<file path="config.mk">
export PLATFORM = sky130hd
export DESIGN_NAME = branch_seq
export DESIGN_NICKNAME = d
export VERILOG_FILES = /design/src/rtl/branch_pkg.sv /design/src/rtl/branch_bht.sv /design/src/rtl/branch_seq.sv
export SDC_FILE = /design/constraint.sdc
export NUM_CORES = 1
export LEC_CHECK = 0
export CELL_PAD_IN_SITES_DETAIL_PLACEMENT = 1
export CELL_PAD_IN_SITES_GLOBAL_PLACEMENT = 1
export CORE_MARGIN = 3
export CORE_UTILIZATION = 43
export CTS_CLUSTER_DIAMETER = 200
export DETAILED_ROUTE_END_ITERATION = 16
export PLACE_DENSITY = 0.83
export SYNTH_ARGS = -nofsm -noshare
export SYNTH_HDL_FRONTEND = slang
export SYNTH_SLANG_ARGS = --single-unit
</file>
<file path="constraint.sdc">
create_clock -name clk -period 5.69 [get_ports clk]
set_input_delay 1.4225 -clock clk [delete_from_list [all_inputs] [get_ports clk]]
set_output_delay 1.4225 -clock clk [all_outputs]
set_load 0.005 [all_outputs]
</file>
<file path="src/rtl/branch_pkg.sv">
`default_nettype none
// ============================================================================
// Module     : branch_pkg
// Description: Shared constants for the branch sequencer. Holds the branch
//              opcode values, the FSM state encoding and the reset value of
//              the predictor's 2-bit counters.
// Revision   : 1.0 - initial release
// ============================================================================
package branch_pkg;

  localparam logic [5:0] OP_BEQ = 6'b001110;
  localparam logic [5:0] OP_BNE = 6'b001111;
  localparam logic [5:0] OP_J   = 6'b010000;
  localparam logic [5:0] OP_BLT = 6'b010001;

  // Weakly not-taken
  localparam logic [1:0] CNT_RESET = 2'b01;

  typedef enum logic [1:0] {
    S_IDLE    = 2'd0,
    S_RESOLVE = 2'd1,
    S_UPDATE  = 2'd2
  } state_t;

endpackage
`default_nettype wire

</file>
<file path="src/rtl/branch_bht.sv">
`default_nettype none
// ============================================================================
// Module     : branch_bht
// Description: Branch history table of 2-bit saturating counters.
//              Combinational read port, single synchronous update port,
//              asynchronous active-low reset of every counter to CNT_RESET.
// Ports      : clk, rst_n            - clock / async active-low reset
//              rd_idx  -> rd_cnt     - read port
//              upd_en, upd_idx,
//              upd_taken             - increment (taken) / decrement counter
// Revision   : 1.0 - initial release
// ============================================================================
module branch_bht
  import branch_pkg::*;
#(
  parameter int DEPTH = 16,
  parameter int IDX_W = 4
) (
  input  logic             clk,
  input  logic             rst_n,
  input  logic [IDX_W-1:0] rd_idx,
  output logic [1:0]       rd_cnt,
  input  logic             upd_en,
  input  logic [IDX_W-1:0] upd_idx,
  input  logic             upd_taken
);

  logic [1:0] cnt [DEPTH];

  assign rd_cnt = cnt[rd_idx];

  always_ff @(posedge clk or negedge rst_n) begin
    if (!rst_n) begin
      for (int i = 0; i < DEPTH; i++) begin
        cnt[i] <= CNT_RESET;
      end
    end else if (upd_en) begin
      if (upd_taken && (cnt[upd_idx] != 2'b11)) begin
        cnt[upd_idx] <= cnt[upd_idx] + 2'b01;
      end else if (!upd_taken && (cnt[upd_idx] != 2'b00)) begin
        cnt[upd_idx] <= cnt[upd_idx] - 2'b01;
      end
    end
  end

endmodule
`default_nettype wire

</file>
<file path="src/rtl/branch_seq.sv">
`default_nettype none
// ============================================================================
// Module     : branch_seq
// Description: Single-issue branch sequencer. Accepts one instruction in
//              IDLE, resolves it in RESOLVE, commits pc / taken in UPDATE.
//              Optional 2-bit predictor enabled by macro BRANCH_PRED_EN.
// Ports      : clk, rst_n                 - clock / async active-low reset
//              instr_valid, instr_ready   - instruction handshake
//              instruction, rs_val, rt_val- instruction and operand values
//              stall                      - holds the UPDATE state
//              pc                         - program counter
//              taken, mispredict          - one-cycle resolution pulses
// Revision   : 1.0 - initial release
// ============================================================================
module branch_seq
  import branch_pkg::*;
#(
  parameter int PC_W      = 9,
  parameter int BHT_DEPTH = 16
) (
  input  logic            clk,
  input  logic            rst_n,
  input  logic            instr_valid,
  output logic            instr_ready,
  input  logic [31:0]     instruction,
  input  logic [31:0]     rs_val,
  input  logic [31:0]     rt_val,
  input  logic            stall,
  output logic [PC_W-1:0] pc,
  output logic            taken,
  output logic            mispredict
);

  state_t state, state_nxt;

  logic            accept;
  logic            leave_update;
  logic [5:0]      op_q;
  logic [15:0]     imm_q;
  logic [31:0]     rs_q, rt_q;
  logic [PC_W-1:0] pc_br;

  logic            is_cond, outcome;
  logic [31:0]     imm_sx, imm_zx, rel_sum;
  logic [PC_W-1:0] target;

  logic            res_taken, res_cond;
  logic [PC_W-1:0] res_target;
  logic            unused_ok;

  assign accept       = instr_valid && instr_ready;
  assign leave_update = (state == S_UPDATE) && !stall;

  // ---------------------------------------------------------------- FSM
  always_ff @(posedge clk or negedge rst_n) begin
    if (!rst_n) state <= S_IDLE;
    else        state <= state_nxt;
  end

  always_comb begin
    state_nxt   = state;
    instr_ready = 1'b0;
    case (state)
      S_IDLE: begin
        instr_ready = 1'b1;
        if (instr_valid) state_nxt = S_RESOLVE;
      end
      S_RESOLVE: state_nxt = S_UPDATE;
      S_UPDATE:  if (!stall) state_nxt = S_IDLE;
      default:   state_nxt = S_IDLE;
    endcase
  end

  // ------------------------------------------------------ capture stage
  always_ff @(posedge clk or negedge rst_n) begin
    if (!rst_n) begin
      op_q  <= '0;
      imm_q <= '0;
      rs_q  <= '0;
      rt_q  <= '0;
      pc_br <= '0;
    end else if (accept) begin
      op_q  <= instruction[31:26];
      imm_q <= instruction[15:0];
      rs_q  <= rs_val;
      rt_q  <= rt_val;
      pc_br <= pc;
    end
  end

  // ------------------------------------------------------ resolve logic
  assign imm_sx  = {{16{imm_q[15]}}, imm_q};
  assign imm_zx  = {16'd0, imm_q};
  // Computed at 32 bits; only the low PC_W bits matter (wrap modulo 2^PC_W)
  assign rel_sum = {{(32-PC_W){1'b0}}, pc_br} + 32'd1 + imm_sx;

  always_comb begin
    is_cond = 1'b0;
    outcome = 1'b0;
    target  = rel_sum[PC_W-1:0];
    case (op_q)
      OP_BEQ: begin is_cond = 1'b1; outcome = (rs_q == rt_q); end
      OP_BNE: begin is_cond = 1'b1; outcome = (rs_q != rt_q); end
      OP_BLT: begin is_cond = 1'b1; outcome = ($signed(rs_q) < $signed(rt_q)); end
      OP_J:   begin outcome = 1'b1; target = imm_zx[PC_W-1:0]; end
      default: ;
    endcase
  end

  always_ff @(posedge clk or negedge rst_n) begin
    if (!rst_n) begin
      res_taken  <= 1'b0;
      res_cond   <= 1'b0;
      res_target <= '0;
    end else if (state == S_RESOLVE) begin
      res_taken  <= outcome;
      res_cond   <= is_cond;
      res_target <= target;
    end
  end

  // ------------------------------------------------------- commit stage
  always_ff @(posedge clk or negedge rst_n) begin
    if (!rst_n) begin
      pc    <= '0;
      taken <= 1'b0;
    end else begin
      taken <= 1'b0;
      if (leave_update) begin
        pc    <= res_taken ? res_target : pc_br + PC_W'(1);
        taken <= res_taken;
      end
    end
  end

  // Register-field bits and the discarded high sum bits have no function here
  assign unused_ok = ^{instruction[25:16], rel_sum[31:PC_W], imm_zx[31:PC_W]};

  // ---------------------------------------------------------- predictor
`ifdef BRANCH_PRED_EN
  localparam int IDX_W = (BHT_DEPTH > 1) ? $clog2(BHT_DEPTH) : 1;

  logic [1:0] bht_cnt;
  logic       res_pred;
  logic       mis_q;
  logic       unused_pred;

  branch_bht #(
    .DEPTH (BHT_DEPTH),
    .IDX_W (IDX_W)
  ) u_bht (
    .clk       (clk),
    .rst_n     (rst_n),
    .rd_idx    (pc_br[IDX_W-1:0]),
    .rd_cnt    (bht_cnt),
    .upd_en    (leave_update && res_cond),
    .upd_idx   (pc_br[IDX_W-1:0]),
    .upd_taken (res_taken)
  );

  assign unused_pred = bht_cnt[0];

  always_ff @(posedge clk or negedge rst_n) begin
    if (!rst_n) begin
      res_pred <= 1'b0;
      mis_q    <= 1'b0;
    end else begin
      if (state == S_RESOLVE) res_pred <= bht_cnt[1];
      mis_q <= leave_update && res_cond && (res_pred != res_taken);
    end
  end

  assign mispredict = mis_q;
`else
  assign mispredict = 1'b0;
`endif

endmodule
`default_nettype wire

</file>
Yosys cells after proc, flatten, opt, wreduce, memory -nomap -nowiden --
Index checks and enable logic that the tools add are counted.
Storage, ports and cells: register bits after elaboration 110, bits in latches 0, memory bits (writable) 0, bits in read-only memories 0, output and inout port bits 12, memories kept 0
Cells by class: $add $sub $neg 3, multipliers 0, divide/modulo/power cells 0, magnitude comparators 1, eq/ne operators 10, shift-type cells 0, mux-type cells 8, bitwise gates (word level) 0, reductions and logical operators 5
Operator list (count):
- 32-bit equality test | 1
- 32-bit < comparator | 1
- 32-bit != test | 1
- 9-bit by 1-bit adder with 9-bit output (second input constant) | 2
- 9-bit 2-to-1 mux | 2
- 6-bit by 4-bit equality test with 1-bit output (second input constant) | 2
- 6-bit by 5-bit equality test with 1-bit output (second input constant) | 2
- 9-bit adder | 1
- 2-bit case mux with 3 select lines | 1
- 2-bit 2-to-1 mux | 2
- 2-bit != test (second input constant) | 2
- 1-bit case mux with 4 select lines | 1
- 2-bit by 1-bit equality test with 1-bit output (second input constant) | 1
- 2-bit equality test (second input constant) | 1
- 1-bit logical AND | 2
- 2-bit zero test | 1
- 1-bit 2-to-1 mux | 2
- 2-bit AND reduction | 1
- 1-bit zero test | 1

Logic depth before layout (Yosys ltp) --
Gate-level depths: netlist (run 1).
word-level depth 3, gate-level depth with buffers 10, mapped depth without buffers 10

Least setup slack after synthesis (run 1) --
No wires, ideal clock.
path kind input-to-reg, start point input port instr_valid, end point register op_q[4], library setup time 0.125 ns, data arrival time 2.396 ns, required time 5.565 ns, path slack 3.169 ns, cell stages on the path 4, buffers on the path 2, cells stage by stage and2_1 clkbuf_1 clkbuf_1 mux2_2
On the way: word-level cells in the longest chain between the ends 1
RTL lines:
- from (decl) | line branch_seq.sv:23 | input logic instr_valid,
- 1-bit logical AND | line branch_seq.sv:51 | assign accept = instr_valid && instr_ready;
- to (signal assigned) | line branch_seq.sv:83 | op_q <= instruction[31:26];
- to (decl) | line branch_seq.sv:38 | logic [5:0] op_q;
Every way passes these cells. A chain may end at the register's enable or synchronous reset.

Worst setup path after layout (run 1) --
start point input port instr_valid, end point register imm_q[4]
On the way: word-level cells in the longest chain between the ends 1
RTL lines:
- 1-bit logical AND | line branch_seq.sv:51
- to (signal assigned) | line branch_seq.sv:84 | imm_q <= instruction[15:0];
- to (decl) | line branch_seq.sv:39 | logic [15:0] imm_q;
Every way passes these cells.

==> results.toml, run 1 <==
[outcome]
run_status = "finished, final reports clean"

[clocking]
cts_made_buffers = 9
root_buffer = "clkbuf_16"
clk-insertion-delay-late_ns = 0.35
cts_tree = "built"
cts_resized = 0
clkSlewWorstSetupHoldPaths_ns = 0.07
clk_path_buf_depth = 2
cts_max_level = 3
postCtsHoldBufs = 0
cts.sinks = 110
cts_setup_buffers = 0

[drt]
ant_nets = 0
post_drt_wl_per_cell_um = 17.36
drt-pass1-iter-count = 4
via_per_inst = 5.277
vias = 4095
drtIter0Drc = 139
wl_um = 13470
drc = 0

[worst_setup_path]
timing.rr.start = "rs_q[14]"
crit_type = "input port to register"
cp_data_arrival_time_ns = 3.46
end_kind = "register"
critPathLaunch = "instr_valid"
start_kind = "input port"
critPathRequiredTime_ns = 5.92
path_cells = "clkdlybuf4s50_1, and2_4, buf_4, mux2_2"
slowest_stage = "and2_4"
cp_slowest_stage_delay_ns = 0.83
path_max_fanout = 104

[global_route]
antenna_found_initial = 0
grt_max_degree = 105
grt_overflow = 0
track_usage_pct = 19.81
grt_pass1_wl_um = 22410
grt_pass1_vias = 4568

[synth]
synth_cell_types = 47
synth_nets = 659
syn_avg_cell_area_um2 = 10.65
ys_seq_area_share_pct = 50.00
synth_area_mm2 = 0.005505
synth-seq-cells = 110
synthCells = 517
synth_warnings = 0
async_reset_ff_share_pct = 100.0
synthFlopType = "dfrtp_1"
synth_edf_count = 0

[sta]
setup_viol = 0
relSlewSlack_pct = 27.99
fin_ws_ns = 2.460
min_period_ns = 3.230
clock_skew_ns = 0.007362
worst_pin_slew_ns = 1.080
fmax_mhz = 309.6
slew_viol_final = 0
rsz0062_at_grt = "no"
setup_tns_ns = 0
fin_crit_sh_pct = 56.76
finalHoldViolCount = 0

[floorplan]
die_h_um = 119.2
io_pins = 112
floorplan.rows = 40
dieArea_mm2 = 0.01420
start_util_pct = 44.90
core_mm2 = 0.01226
chipWidth_um = 119.2

[pwr]
sw_frac_of_total_pct = 37.36
leakagePower_nw = 3.017
power.share.combinational_pct = 44.4
p_int_mw = 2.348
p_seq_share_pct = 38.0
clkPwrFrac_pct = 17.7
peakVddDrop_v = 0.0002260
pwr_density_cell_mw_per_mm2 = 544.2
power_switching_mw = 1.401

[finish]
final_cell_area_mm2 = 0.006889
antennaDiodeCount = 0
drive_above_1_share_pct = 12.99
nets = 745
area_delta_synth_final_pct = 25.14

[placement]
place_hpwl_um = 9960
place.gp.congestion = 0.8108
dpl_cell_area_mm2 = 0.006576
preCtsSetupSlack_ns = 2.087
port-buffer-count = 93

[worst_hold_path]
hold_class = "register to register"
min_from = "res_target[2]"

[job]
max-cap-violations = 0
## layer usage
layer	vias to the layer above	GRT usage, %	part of all wire (%)
met5	-	0	0
met4	0	7.024	1.6
met3	15	3.514	3.5
met2	79	35.29	52
met1	2047	24.01	43
li1	1954	-	-
## cells by family (layout without fill, tap and decap cells)
logic type / count (synthesis) / in the layout / synth area share (%)
compound gates: 105 / 105 / 11.05
xor+xnor: 13 / 13 / 2.068
other cells: 1 / 1 / 0.06812
mux: 58 / 58 / 11.75
flops: 110 / 110 / 50.00
buf+inv: 64 / 155 / 4.682
fa+ha+maj: 42 / 42 / 9.682
simple gates: 124 / 124 / 10.71
## critical path: cells and delay by family
kind | cells | cell delay, ns
simple gates | 1 | 0.83
buf+inv | 2 | 0.80
mux | 1 | 0.35
## Yosys cell counts (2+ instances only)
library cell	instances	area (um^2)
o211ai_1	2	15.01
o41ai_1	2	17.52
nor4_1	3	18.77
a21oi_1	27	135.1
nor2_1	17	63.81
mux2i_1	5	50.05
xnor2_1	8	70.07
clkbuf_1	12	45.04
inv_1	42	157.7
o21ai_1	2	10.01
o21a_1	2	15.01
buf_1	3	11.26
a211oi_1	4	30.03
and3_1	3	18.77
mux2_2	53	596.8
nor3_1	4	20.02
buf_2	5	25.02
ha_1	41	513.0
o21ai_0	53	265.3
a21o_1	5	37.54
xor2_1	5	43.79
o31ai_1	3	22.52
nand3_1	14	70.07
nor2b_1	4	25.02
nand4_1	8	50.05
dfrtp_1	110	2753
nand2_1	60	225.2
## power groups by stage
| stage | clock network (mW) | logic [mW] | registers [mW] |
|---|---|---|---|
| after floorplan | 0 | 1.23 | 1.34 |
| after global placement | 0 | 1.54 | 1.41 |
| after detailed placement | 0 | 1.66 | 1.44 |
| after CTS | 0.675 | 1.69 | 1.43 |
| after global routing | 0.711 | 1.89 | 1.48 |
| final | 0.662 | 1.66 | 1.42 |
## sequential cells by signal, indices dropped and copies added, names as in the netlist
name and flops:
taken 1, pc 9, imm_q 9, rs_q 32, pc_br 9, state 2
res_target 9, rt_q 32, res_taken 1, op_q 6
## layout make-up
cell class | instances | area (um^2)
clock inverters | 2 | 38.79
repair buffers | 97 | 958.4
well taps | 168 | 210.2
fillers | 1331 | 5373
inverters | 42 | 157.7
multi-input cells | 343 | 2497
flip-flops and latches | 110 | 2753
clock buffers | 14 | 274.0
## worst paths after layout
path / slack [ns] / depth (start not counted) / to
max: 2.46 / 4 / imm_q[4]
min: 0.50 / 2 / res_target[2]
max reg2reg: 3.17 / 7 / res_taken
min reg2reg: 0.50 / 2 / res_target[2]
max in group asynchronous: 3.44 / 2 / imm_q[3]
min in group asynchronous: 1.20 / 1 / rs_q[18]
## per-stage QoR
stage / util [%] / total power [mW] / instances / hold WS, ns
after floorplan: - / 2.562 / 517 / 0.4492
after global placement: 53.63 / 2.953 / 760 / 0.4623
after detailed placement: 53.63 / 3.103 / 760 / 0.4799
after CTS: 56.18 / 3.790 / 776 / 0.4960
after global routing: 56.18 / 4.077 / 776 / 0.5165
final: 56.18 / 3.749 / 776 / 0.4961
## cells in the final DEF (no fill, tap or decap), types with 4 or more instances in the layout
cell	count
dfrtp_1	110
clkdlybuf4s50_1	92
nand2_1	60
o21ai_0	53
mux2_2	53
inv_1	42
ha_1	41
a21oi_1	27
nor2_1	17
nand3_1	14
clkbuf_16	9
xnor2_1	8
nand4_1	8
a21o_1	5
mux2i_1	5
xor2_1	5
buf_4	5
nor2b_1	4
nor3_1	4
a211oi_1	4
Power figures use the tool's default switching activity.
==> run 2, diff against run 1 <==
- CORE_UTILIZATION: 43 -> 40
- PLACE_DENSITY: 0.83 -> 0.78
- clock period: 5.69 -> 3.1 ns (I/O delays scaled with it)
==> run 2 against run 1 <==
  * Combinational power grew 87%
  * Critical path type is now register to register
  * Sequential share of layout area fell by 0.51 points
  * Largest cell class unchanged
  * Global-route usage shrank 1.5 points
  * Non-clock buffer count increased by 2
  * Highest routed layer unchanged
  * Utilization shrank 3.9 points
==> results.toml, run 2 (synthesis gave the netlist of run 1 again) <==
[drt]
post_drt_wl_per_cell_um = 16.88
drtIter0Drc = 178
ant_nets = 0
drt-pass1-iter-count = 4
vias = 4033
drc = 0
via_per_inst = 5.131
wl_um = 13270

[finish]
reg.largest.list = "rs_q (32), rt_q (32)"
drive_above_1_share_pct = 13.61
area_delta_synth_final_pct = 26.75
final_cell_area_mm2 = 0.006978
final_common_cell = "dfrtp_1"
multi_input_area_mm2 = 0.002497
nFillCells = 1434
mostFrequentLayoutCells = "dfrtp_1 (110), clkdlybuf4s50_1 (92), nand2_1 (60), o21ai_0 (53), mux2_2 (53)"
antennaDiodeCount = 0
nets = 747
register_area_mm2 = 0.002753

[sta]
finalHoldViolCount = 0
fmax_mhz = 405.6
min_period_ns = 2.465
setup_tns_ns = 0
worst_pin_slew_ns = 0.6090
clock_skew_ns = 0.009522
setup_viol = 0
fin_crit_sh_pct = 79.52
slew_viol_final = 0
rsz0062_at_grt = "no"
relSlewSlack_pct = 59.40

[pwr]
p_int_mw = 4.403
power_switching_mw = 2.610
sw_frac_of_total_pct = 37.21
leakagePower_nw = 3.053
clkPwrFrac_pct = 18.7
pwr_density_cell_mw_per_mm2 = 1005
peakVddDrop_v = 0.0005321
p_seq_share_pct = 37.2
power.share.combinational_pct = 44.1

[global_route]
track_usage_pct = 18.30
antenna_found_initial = 0
grt_pass1_vias = 4300
grt_max_degree = 67
grt_pass1_wl_um = 21380
grt_overflow = 0

[worst_setup_path]
rrSetupSlack_ns = 0.63
path_max_fanout = 4
r2r_end = "res_target[8]"
timing.rr.start = "pc_br[0]"
start_kind = "register"
critPathRequiredTime_ns = 3.34
cp_data_arrival_time_ns = 2.70
crit_type = "register to register"
end_kind = "register"
reg2reg_depth = 10

[clocking]
cts_made_buffers = 9
cts_tree = "built"
cts_max_level = 3
cts.sinks = 110
clk_path_buf_depth = 2
clkSlewWorstSetupHoldPaths_ns = 0.07
root_buffer = "clkbuf_16"
clk-insertion-delay-late_ns = 0.35
cts_resized = 0
cts_setup_buffers = 0
postCtsHoldBufs = 0

[floorplan]
core_mm2 = 0.01335
start_util_pct = 41.24
chipWidth_um = 123.3
die_h_um = 123.3
io_pins = 112
dieArea_mm2 = 0.01521
floorplan.rows = 42

[placement]
dpl_cell_area_mm2 = 0.006639
port-buffer-count = 93
place_hpwl_um = 9837
place.gp.congestion = 0.8511

[worst_hold_path]
hold_class = "input port to async pin"

[outcome]
run_status = "finished, final reports clean"

[job]
max-cap-violations = 0
## run 2: cell count changes in the layout (fill, tap and decap cells not counted)
cell / change
buf_4: -1
clkinv_4: -1
clkbuf_1: -2
buf_12: +3
clkbuf_8: -1
bufinv_16: +1
inv_6: +3
## run 2: stage by stage
| step | worst slack, ns | power, mW | cells | hold WS (ns) | util (%) |
|---|---|---|---|---|---|
| after global routing | 0.5086 | 7.615 | 786 | 0.3801 | 52.28 |
| after CTS | 0.6389 | 7.116 | 786 | 0.3593 | 52.28 |
| final | 0.6348 | 7.012 | 786 | 0.3575 | 52.28 |
| after global placement | 0.7757 | 5.450 | 770 | 0.4625 | 49.74 |
| after detailed placement | 0.6484 | 5.730 | 770 | 0.4821 | 49.74 |
| after floorplan | 0.9627 | 4.703 | 517 | 0.4492 | - |
## run 2: cell type report
| cell class | instances | share of cell area (%) |
|---|---|---|
| repair buffers | 99 | 14.49 |
| clock inverters | 5 | 1.237 |
| multi-input cells | 343 | 35.79 |
| clock buffers | 11 | 3.622 |
| inverters | 42 | 2.259 |
| flip-flops and latches | 110 | 39.45 |
| well taps | 176 | 3.156 |
## run 2: metal layers
layer	part of all wire, %	track usage, %
met3	5.2	5.535
met2	51	32.31
met4	0.93	3.945
met5	0	0
met1	43	22.05
## run 2: power groups by stage
| stage | clock network, mW | logic, mW | registers [mW] |
|---|---|---|---|
| 5_1_grt | 1.41 | 3.51 | 2.70 |
| 6_report | 1.31 | 3.10 | 2.61 |
| 2_1_floorplan | 0 | 2.25 | 2.45 |
| 3_3_place_gp | 0 | 2.86 | 2.59 |
| 3_5_place_dp | 0 | 3.09 | 2.64 |
| 4_1_cts | 1.34 | 3.15 | 2.62 |
## run 2: worst max-delay path, cell delays in order (launching register included)
cell and delay (ns):
dfrtp_1 0.41, inv_1 0.09, ha_1 0.17, inv_1 0.05, fa_1 0.39, a21oi_1 0.24
o211ai_1 0.20, a2111oi_4 0.39, a211oi_1 0.11, and3b_1 0.23, nand3_1 0.08
## run 2: how the worst max path moves through the flow
stage,slack [ns],cells past startpoint,to,start
after floorplan,0.96,10,res_target[8],pc_br[0]
after global placement,0.78,10,res_target[8],pc_br[0]
after detailed placement,0.65,10,res_target[8],pc_br[0]
after CTS,0.64,10,res_target[8],pc_br[0]
after global routing,0.51,10,res_target[8],pc_br[0]
final,0.63,10,res_target[8],pc_br[0]
